==> config.mk <==
export PLATFORM = sky130hd
export DESIGN_NAME = sawtooth_phase_counter
export DESIGN_NICKNAME = d
export VERILOG_FILES = /design/src/rtl/sawtooth_phase_counter_pkg.sv /design/src/rtl/sawtooth_phase_counter_prescaler.sv /design/src/rtl/sawtooth_phase_counter.sv
export SDC_FILE = /design/constraint.sdc
export NUM_CORES = 1
export LEC_CHECK = 0
export ABC_AREA = 1
export CAP_MARGIN = 20
export CORE_MARGIN = 2
export CORE_UTILIZATION = 50
export CTS_CLUSTER_SIZE = 28
export DETAILED_ROUTE_END_ITERATION = 10
export HOLD_SLACK_MARGIN = 0.02
export PLACE_DENSITY_LB_ADDON = 0.08
export SLEW_MARGIN = 30
export SYNTH_ARGS = -nofsm -noshare
export SYNTH_HDL_FRONTEND = slang
export SYNTH_SLANG_ARGS = --single-unit
==> constraint.sdc <==
create_clock -name clk_i -period 2.35 [get_ports clk_i]
set_clock_uncertainty 0.15 [all_clocks]
set_input_delay 0.3525 -clock clk_i [delete_from_list [all_inputs] [get_ports clk_i]]
set_output_delay 0.3525 -clock clk_i [all_outputs]
set_load 0.005 [all_outputs]
==> src/rtl/sawtooth_phase_counter_pkg.sv <==
// Shared types and constants for the sawtooth phase-accumulator source.
package sawtooth_phase_counter_pkg;

  typedef enum logic {
    IDLE = 1'b0,
    RUN  = 1'b1
  } state_e;

  localparam int unsigned N_FRAC_DEF = 7;

  typedef logic signed [N_FRAC_DEF:0] q0_t;

  localparam q0_t Q0_ZERO = '0;

  function automatic int unsigned acc_width(input int unsigned n_frac,
                                            input int unsigned acc_extra);
    return n_frac + 1 + acc_extra;
  endfunction

endpackage

==> src/rtl/sawtooth_phase_counter_prescaler.sv <==
// Sample-rate prescaler: ticks once every prescale_i+1 enabled cycles.
module strobe_prescaler #(
  parameter int unsigned PRESCALE_W = 16
) (
  input  logic                  clk_i,
  input  logic                  rst_i,
  input  logic                  enable_i,
  input  logic [PRESCALE_W-1:0] prescale_i,
  output logic                  tick_o
);

  logic [PRESCALE_W-1:0] count;

  // >= rather than == so a period shortened below the running count restarts at once
  always_comb tick_o = enable_i && (count >= prescale_i);

  always_ff @(posedge clk_i or negedge rst_i) begin
    if (!rst_i) begin
      count <= '0;
    end else if (!enable_i || tick_o) begin
      count <= '0;
    end else begin
      count <= count + 1'b1;
    end
  end

endmodule

==> src/rtl/sawtooth_phase_counter.sv <==
// Phase-accumulator sawtooth source with prescaled sample rate and wrap-synchronous frequency update.
module sawtooth_phase_counter
  import sawtooth_phase_counter_pkg::*;
#(
  parameter int unsigned N_FRAC     = 7,
  parameter int unsigned ACC_EXTRA  = 8,
  parameter int unsigned PRESCALE_W = 16
) (
  input  logic                        clk_i,
  input  logic                        rst_i,
  input  logic                        enable_i,
  input  logic [PRESCALE_W-1:0]       prescale_i,
  input  logic [N_FRAC+ACC_EXTRA:0]   freq_word_i,
  input  logic                        freq_load_strobe_i,
  output logic signed [N_FRAC:0]      counter_value_o,
  output logic                        next_counter_value_strobe_o,
  output logic                        wrap_strobe_o,
  output logic                        freq_pending_o
);

  localparam int unsigned W = acc_width(N_FRAC, ACC_EXTRA);

  state_e         state, state_n;
  logic [W-1:0]   acc;
  logic [W-1:0]   inc;
  logic [W-1:0]   shadow;
  logic [W:0]     sum;
  logic           run;
  logic           tick;
  logic           sample;
  logic           carry;
  logic           apply;

  always_comb begin
    state_n = state;
    case (state)
      IDLE:    if (enable_i)  state_n = RUN;
      RUN:     if (!enable_i) state_n = IDLE;
      default: state_n = IDLE;
    endcase
  end

  always_ff @(posedge clk_i or negedge rst_i) begin
    if (!rst_i) state <= IDLE;
    else        state <= state_n;
  end

  always_comb begin
    run    = (state == RUN) && enable_i;
    sample = run && tick;
    sum    = {1'b0, acc} + {1'b0, inc};
    carry  = sum[W];
    // A stalled accumulator (idle or zero increment) has no wrap to wait for
    apply  = (state == IDLE) || (inc == '0) || (sample && carry);
  end

  strobe_prescaler #(
    .PRESCALE_W (PRESCALE_W)
  ) u_prescaler (
    .clk_i      (clk_i),
    .rst_i      (rst_i),
    .enable_i   (run),
    .prescale_i (prescale_i),
    .tick_o     (tick)
  );

  always_ff @(posedge clk_i or negedge rst_i) begin
    if (!rst_i) begin
      acc                         <= '0;
      inc                         <= '0;
      shadow                      <= '0;
      freq_pending_o              <= 1'b0;
      counter_value_o             <= '0;
      next_counter_value_strobe_o <= 1'b0;
      wrap_strobe_o               <= 1'b0;
    end else begin
      next_counter_value_strobe_o <= 1'b0;
      wrap_strobe_o               <= 1'b0;

      if (!run) begin
        acc             <= '0;
        counter_value_o <= '0;
      end else if (sample) begin
        acc                         <= sum[W-1:0];
        counter_value_o             <= sum[W-1 -: N_FRAC+1];
        next_counter_value_strobe_o <= 1'b1;
        wrap_strobe_o               <= carry;
      end

      // A load landing on an apply edge still goes to the shadow and stays pending
      if (apply && freq_pending_o) inc <= shadow;

      if (freq_load_strobe_i) begin
        shadow         <= freq_word_i;
        freq_pending_o <= 1'b1;
      end else if (apply) begin
        freq_pending_o <= 1'b0;
      end
    end
  end

endmodule

After elaboration in Yosys (flattened, before gate mapping)
Cells that the tools add are included.

Output and inout bits: 11. Bits of input ports: 36. Register bits after elaboration: 76.

Add/subtract/negate cells: 2. Equal/unequal tests: 1. Bitwise gates (word level): 1. Magnitude comparators: 1. Reductions and logical operators: 11. Mux-type cells: 12.

Operators by type and width (number): 16-bit 2-to-1 mux (3); 16-bit by 16-bit adder with 17-bit output (1); 16-bit by 1-bit adder with 16-bit output, second input constant (1); 16-bit greater-or-equal comparator (1); 16-bit logical NOT (1); 8-bit 2-to-1 mux (2); 1-bit 2-to-1 mux (7); 1-bit logical AND (5); 1-bit logical OR (3); 2-bit != test, second input constant (1); 2-bit nonzero test (1); 1-bit logical NOT (1); 1-bit inverter (1).

Longest topological paths before layout
Gate-level depths: netlist of run 1.

Depth in word-level cells: 7. Gate-level depth with buffers: 17. Mapped depth without buffers: 16.

Cells and area by module
A second synthesis of run 1 with hierarchy kept.

Cells, all modules: 530. Area, all modules: 4216.5 um^2.

By module, submodules not included: sawtooth_phase_counter (times used 1, seq. area each 1301.2 um^2, area an instance 2965.3 um^2, cells each 376); strobe_prescaler (times used 1, seq. area each 400.4 um^2, area an instance 1251.2 um^2, cells each 154).

Worst setup path after synthesis of run 1
OpenSTA, ideal clock, no wires.

Kind: register to register. Start point: register inc[0]. End point: register inc[9]. Path slack: 0.161 ns. Period minus slack after synthesis: 2.189 ns. Stages on the path, launching flop included: 15. Path buffers: 1. Arrival time: 1.922 ns. Path through: dfrtp_1 > ha_1 > inv_1 > fa_1 > o21ai_2 > nand2_1 > nand2_2 > nand2_1 > nand2_1 > nand3_2 > nand2_4 > nand2_4 > buf_6 > nand2_1 > nand2_1.

Longest elaborated chain between the ends: 4.

RTL lines: start, declared (RTL line sawtooth_phase_counter.sv:25) `logic [W-1:0] inc;`; start signal, assigned (RTL line sawtooth_phase_counter.sv:91) `if (apply && freq_pending_o) inc <= shadow;`; 16-bit by 16-bit adder with 17-bit output / 16-bit logical NOT (equally long branches) (RTL line sawtooth_phase_counter.sv:51, sawtooth_phase_counter.sv:54); 1-bit logical AND / 1-bit logical OR (equally long branches) (RTL line sawtooth_phase_counter.sv:54) `apply = (state == IDLE) || (inc == '0) || (sample && carry);`; 1-bit logical OR (*) (RTL line sawtooth_phase_counter.sv:54); 1-bit logical AND (*) (RTL line sawtooth_phase_counter.sv:91).

Every way passes the cells marked *; elsewhere a longest branch is shown, timed or not. A chain may end at the register's enable or synchronous reset.

Worst setup path after layout of run 1
Start point: register acc[0]. End point: register inc[3].

Longest elaborated chain between the ends: 4.

RTL lines: start, declared (RTL line sawtooth_phase_counter.sv:24) `logic [W-1:0] acc;`; start signal, assigned (RTL line sawtooth_phase_counter.sv:84) `acc <= sum[W-1:0];`; 16-bit by 16-bit adder with 17-bit output (RTL line sawtooth_phase_counter.sv:51) `sum = {1'b0, acc} + {1'b0, inc};`; 1-bit logical AND (RTL line sawtooth_phase_counter.sv:54); 1-bit logical OR (RTL line sawtooth_phase_counter.sv:54); 1-bit logical AND (RTL line sawtooth_phase_counter.sv:91).

Every way passes these cells.

==> impl_metrics.toml, run 1 <==
[clocking]
cts.sink_count = 68
clockRootBuffer = "sky130_fd_sc_hd__clkbuf_8"
cts_max_path_buffers = 2
cts_inserted_buffers = 9
cts_tree = "built"
ctsHtreeMaxLevel = 3
clkLatencyLatePin_ps = 350
path_clk_slew_ps = 80

[grt]
grt-busiest-layer = "met2"
grt_antenna_before_repair = 0
groute.layer.met1.usage_pct = 28.4
first_pass_grt_wire_length_mm = 13.9
grt_max_degree = 69
met3_track_usage_gr_pct = 3.38
global_route.overflow_total = 0
grt.total_usage_pct = 20.1
global_route.usage.met2_pct = 31.5
first_global_vias = 3108

[timing]
tns_ps = 0
slew_violations = 0
tightest_slew_ps = 429
layout_min_cycle_time_ps = 2260
period_utilization_pct = 96.1
maxSlewHeadroom_pct = 71.1
fmax_ghz = 0.443
report.final.setup_viol = 0
hold_viol_final = 0

[setup_path]
crit_chain = "ha_2 > inv_2 > fa_2 > o21ai_4 > nand2_2 > nand2_2 > nand2_1 > nand2_2 > nand3_4 > nand2_8 > clkbuf_16 > nand3_1 > nand2_1"
start_kind = "flop"
critical-path-max-stage-delay_ps = 390
worst_setup_path_end_kind = "flop"
cp.required_ps = 2480
crit_fanout = 6
critical_path.most_common_cell = "sky130_fd_sc_hd__nand2_2"
worst_path_max_delay_cell = "sky130_fd_sc_hd__fa_2"
path_class = "reg -> reg"
critPathArrivalTime_ps = 2390

[synth]
post-synth-top-area-fraction_pct = 42.4
synth-edff-count = 0
synth_area_mm2 = 0.00402
ys_seq_area_share_pct = 42.4
post_synth_most_frequent_cells = "sky130_fd_sc_hd__nand2_1 (115), sky130_fd_sc_hd__dfrtp_1 (68), sky130_fd_sc_hd__inv_1 (47), sky130_fd_sc_hd__ha_1 (33)"
postSynth.asyncResetShare_pct = 100
synth_fp_nets = 545
ys_seq_elements = 68
yosys_warnings = 0
ys_dominant_reg_cell = "sky130_fd_sc_hd__dfrtp_1"
synth.lib_cells_used.distinct = 37
postSynthCellCount = 475
synth_area_leader_cell = "sky130_fd_sc_hd__dfrtp_1"
average_cell_area_after_synthesis_um2 = 8.46
post-synth-top-count-cell = "sky130_fd_sc_hd__nand2_1"
synth_area_leaders = "sky130_fd_sc_hd__dfrtp_1 (42%), sky130_fd_sc_hd__nand2_1 (11%), sky130_fd_sc_hd__ha_1 (10%), sky130_fd_sc_hd__mux2_2 (4.5%), sky130_fd_sc_hd__inv_1 (4.4%)"

[flow_run]
reported_max_cap_violation_count = 0

[power_and_ir_drop]
power.static_leakage_uw = 0.00244
power_per_cell_area_mw_per_mm2 = 551
vdd_drop_max_v = 0.000561

[cells_and_area]
fin_util_pct = 63.6
layout-area-overhead-vs-synth_pct = 23.0
fraction_of_final_layout_cells_with_drive_strength_greater_than_1_pct = 13.7
fillers = 680
antenna_cells = 0
fin_nets = 604

[floorplan]
design.core.area_mm2 = 0.00777
die_w_um = 93.6
die-area_mm2 = 0.00877
initial_utilization_pct = 51.7
placementRows = 32
top_level_ports = 47
fp.dieH_um = 93.6

[detailed_routing]
detail-route-antenna-nets = 0
count_of_vias_placed_by_the_detailed_router = 3320
vias_per_cell = 5.18
totalWireLength_mm = 8.33
routed_wire_length_per_instance_um = 13.0
first_iter_violations = 143
remaining_drc_errors = 0
first_pass_iters = 5

[min_path]
hold_class = "reg -> reg"

[placement]
gp_congestion = 0.871
place.port_buffers = 46
dp.final_hpwl_mm = 6.24

[outcome]
outcome = "finished, final reports clean"
==> where the power goes <==
group | switching [uW] | total, uW | internal, uW
Sequential | 68.0 | 1310 | 1250
Clock | 484 | 979 | 495
Combinational | 222 | 430 | 208
Total | 774 | 2720 | 1950
==> path summary, 6_finish.rpt <==
check | end | startpoint | cells after the start | slack (ps)
min in group asynchronous | shadow[2] | rst_i | 3 | 390
max reg2reg | inc[3] | acc[0] | 13 | 90
min | acc[3] | acc[3] | 2 | 360
max | inc[3] | acc[0] | 13 | 90
max in group asynchronous | shadow[6] | rst_i | 3 | 1350
min reg2reg | acc[3] | acc[3] | 2 | 360
==> timing repair <==
action | 4_1_cts | 5_1_grt
buffers inserted | 0 | 5
gates cloned | 0 | 1
gates resized for setup | 1 | 10
endpoints found under the setup margin | 16 | 17
pin swaps | 1 | 6
endpoints found under the hold margin | 68 | 0
hold buffers | 1 | 0
==> cell type report <==
cell class	count	area (um^2)	area share [%]
clock inverters	7	76.3	1.55
multi-input cells	336	2040	41.4
inverters	53	199	4.03
clock buffers	9	124	2.51
flip-flops and latches	68	1700	34.4
repair buffers	66	667	13.5
well taps	102	128	2.58
==> cell families (layout without fill, tap and decap cells) <==
group | after synthesis | in the layout | synth area share (%)
multiplexers | 16 | 16 | 4.48
AND/OR/NAND/NOR | 208 | 208 | 22.8
adder cells (fa/ha/maj) | 34 | 34 | 10.8
AO/OA/AOI/OAI | 67 | 67 | 9.25
flip-flops | 68 | 68 | 42.4
buffers and inverters | 71 | 135 | 7.94
XOR/XNOR | 11 | 11 | 2.40
==> per-stage QoR <==
step	total power [uW]	std cells	worst slack [ps]	area (um^2)	hold slack, ps
2_1_floorplan	1580	475	161	4020	-93.1
3_3_place_gp	1740	618	-110	4620	251
3_5_place_dp	1760	618	-203	4620	254
4_1_cts	2730	635	43.9	4830	349
5_1_grt	2860	641	-13.0	4940	348
6_report	2720	641	92.2	4940	355
==> routing by layer <==
metal  wire length [um]  up-vias
met5                  0        -
li1                   -     1683
met4                126        0
met2               3670       69
met1               4230     1557
met3                300       11
==> placed cells by master, fill, tap and decap left out, drive strengths merged, types with 6 or more instances in the layout <==
cell	n
ha	33
nand4	7
nand3	31
clkdlybuf4s50	45
nor2	33
inv	52
buf	19
nand2	121
xor2	6
o21ai	25
nor3	6
nor4	7
a21oi	27
dfrtp	68
mux2	16
clkbuf	10
==> flip-flops by register name, indices dropped and copies added (netlist names) <==
name,cells
state,1
counter_value_o,8
acc,8
u_prescaler.count,16
wrap_strobe_o,1
shadow,16
next_counter_value_strobe_o,1
inc,16
freq_pending_o,1
==> critical path: cells and delay by family, from the launching register on <==
kind,cells,cell delay [ps]
buf+inv,2,190
simple gates,8,670
compound gates,1,210
flops,1,360
fa+ha+maj,2,590
Note: power is estimated with default switching activity, not from simulation.
==> run 2, diff against run 1 <==
--- a/config.mk
+++ b/config.mk
@@ -13,7 +13,7 @@
 export DETAILED_ROUTE_END_ITERATION = 10
 export HOLD_SLACK_MARGIN = 0.02
 export PLACE_DENSITY_LB_ADDON = 0.08
-export SLEW_MARGIN = 30
 export SYNTH_ARGS = -nofsm -noshare
 export SYNTH_HDL_FRONTEND = slang
 export SYNTH_SLANG_ARGS = --single-unit
+export TNS_END_PERCENT = 10
==> impl_metrics.toml, run 2 (same netlist as run 1, synthesis figures left out) <==
[outcome]
outcome = "finished, final reports clean"

[timing]
maxSlewHeadroom_pct = 71.1
tightest_slew_ps = 429
layout_min_cycle_time_ps = 2260
period_utilization_pct = 96.1
hold_viol_final = 0
report.final.setup_viol = 0
fmax_ghz = 0.443
final_critical_path_setup_slack_ps = 92.2
slew_violations = 0

[min_path]
hold_class = "reg -> reg"

[setup_path]
startpoint_of_the_worst_slack_reg_to_reg_timing_path = "acc[0]"
worstRegToRegCells = 13
crit_chain = "ha_2 > inv_2 > fa_2 > o21ai_4 > nand2_2 > nand2_2 > nand2_1 > nand2_2 > nand3_4 > nand2_8 > clkbuf_16 > nand3_1 > nand2_1"
cp.required_ps = 2480
worst_path_max_delay_cell = "sky130_fd_sc_hd__fa_2"
worstSetupStartpoint = "acc[0]"
critical_path.most_common_cell = "sky130_fd_sc_hd__nand2_2"
critical_path_depth = 13
critical-path-max-stage-delay_ps = 390
critical_path.top_delay_family = "simple AND/OR/NAND/NOR gates"
crit-reg2reg-capture = "inc[3]"
start_kind = "flop"
worstPathBufferInverterCount = 2
path_class = "reg -> reg"
worst_setup_path_end_kind = "flop"
critPathArrivalTime_ps = 2390
cp-endpoint = "inc[3]"
setup.reg_to_reg.worst_slack_ps = 90
crit_fanout = 6

[cells_and_area]
fin_nets = 604
antenna_cells = 0
postLayoutCellArea_mm2 = 0.00494
layout.cells.most_common = "sky130_fd_sc_hd__nand2_1"
top_regs = "inc x16, shadow x16, u_prescaler.count x16"
fillers = 680
final_cell_mix = "sky130_fd_sc_hd__nand2_1 (113), sky130_fd_sc_hd__dfrtp_1 (68), sky130_fd_sc_hd__inv_1 (46), sky130_fd_sc_hd__clkdlybuf4s50_1 (45), sky130_fd_sc_hd__ha_1 (32)"
layout-area-overhead-vs-synth_pct = 23.0
fraction_of_final_layout_cells_with_drive_strength_greater_than_1_pct = 13.7

[floorplan]
die-area_mm2 = 0.00877
top_level_ports = 47
initial_utilization_pct = 51.7
fp.dieH_um = 93.6
die_w_um = 93.6
placementRows = 32
design.core.area_mm2 = 0.00777

[grt]
grt_max_degree = 69
grt_antenna_before_repair = 0
global_route.overflow_total = 0
grt.total_usage_pct = 20.1
first_global_vias = 3108
first_pass_grt_wire_length_mm = 13.9

[clocking]
clkLatencyLatePin_ps = 340
cts.sink_count = 68
cts_tree = "built"
clockRootBuffer = "sky130_fd_sc_hd__clkbuf_8"
path_clk_slew_ps = 80
ctsHtreeMaxLevel = 3
cts_inserted_buffers = 9
cts_max_path_buffers = 2

[detailed_routing]
first_iter_violations = 142
count_of_vias_placed_by_the_detailed_router = 3317
vias_per_cell = 5.17
detail-route-antenna-nets = 0
routed_wire_length_per_instance_um = 13.0
first_pass_iters = 5
totalWireLength_mm = 8.32
remaining_drc_errors = 0

[power_and_ir_drop]
vdd_drop_max_v = 0.000561
power_per_cell_area_mw_per_mm2 = 551
power.static_leakage_uw = 0.00244
totalPowerFinal_uw = 2720

[flow_run]
reported_max_cap_violation_count = 0

[placement]
detailedPlace.worstSlack_ps = -203
place_area_mm2 = 0.00462
gp_congestion = 0.871
place.port_buffers = 46
dp.final_hpwl_mm = 6.24
run 2: cell counts in the layout (fill, tap and decap cells not counted):
No cell type changed its count.
run 2: through the flow:
| step | TNS, ps | hold WS (ps) | utilization [%] | cells |
|---|---|---|---|---|
| 3_5_place_dp | -5030 | 254 | 59.4 | 618 |
| 4_1_cts | 0 | 349 | 62.2 | 635 |
| 3_3_place_gp | -3240 | 251 | 59.4 | 618 |
| 5_1_grt | -63.0 | 348 | 63.6 | 641 |
| 6_report | 0 | 355 | 63.6 | 641 |
| 2_1_floorplan | 0 | -93.1 | - | 475 |
run 2: worst min path at each step:
| stage | start | end | slack, ps | depth (start not counted) |
|---|---|---|---|---|
| after global routing | enable_i | state | 350 | 1 |
| after floorplan | rst_i | acc[0] | -90 | 0 |
| after detailed placement | rst_i | shadow[2] | 250 | 2 |
| after CTS | acc[0] | acc[0] | 350 | 2 |
| after global placement | rst_i | shadow[1] | 250 | 2 |
| final | acc[3] | acc[3] | 360 | 2 |
run 2: repair_timing:
item                                   in CTS  in global routing
gates resized for setup                     1                 10
pin swaps                                   1                  6
hold buffers                                1                  0
endpoints found under the hold margin      68                  0
setup endpoints to repair                  16                 17
gates cloned                                0                  1
setup buffers                               0                  5
run 2: cell type report:
cell class              count  area, um^2  area share (%)
well taps                 102         128            2.58
inverters                  53         199            4.03
repair buffers             66         667            13.5
multi-input cells         336        2040            41.4
flip-flops and latches     68        1700            34.4
clock inverters             7        76.3            1.55
clock buffers               9         124            2.51
run 2: report_power, final:
group / internal, uW / total, uW / switching, uW
combinational: 208 / 430 / 222
clock: 495 / 978 / 483
sequential: 1250 / 1310 / 68.0
run 2: per-layer routing:
| metal | wire length [um] | track usage, % |
|---|---|---|
| met1 | 4230 | 28.4 |
| met2 | 3660 | 31.5 |
| met3 | 301 | 3.38 |
| met4 | 126 | 6.52 |
| met5 | 0 | 0 |
run 2: worst min-delay path, stage by stage, from the launching register on:
cell and delay (ps):
sky130_fd_sc_hd__dfrtp_1 360, sky130_fd_sc_hd__nand2_1 50, sky130_fd_sc_hd__o21ai_0 60
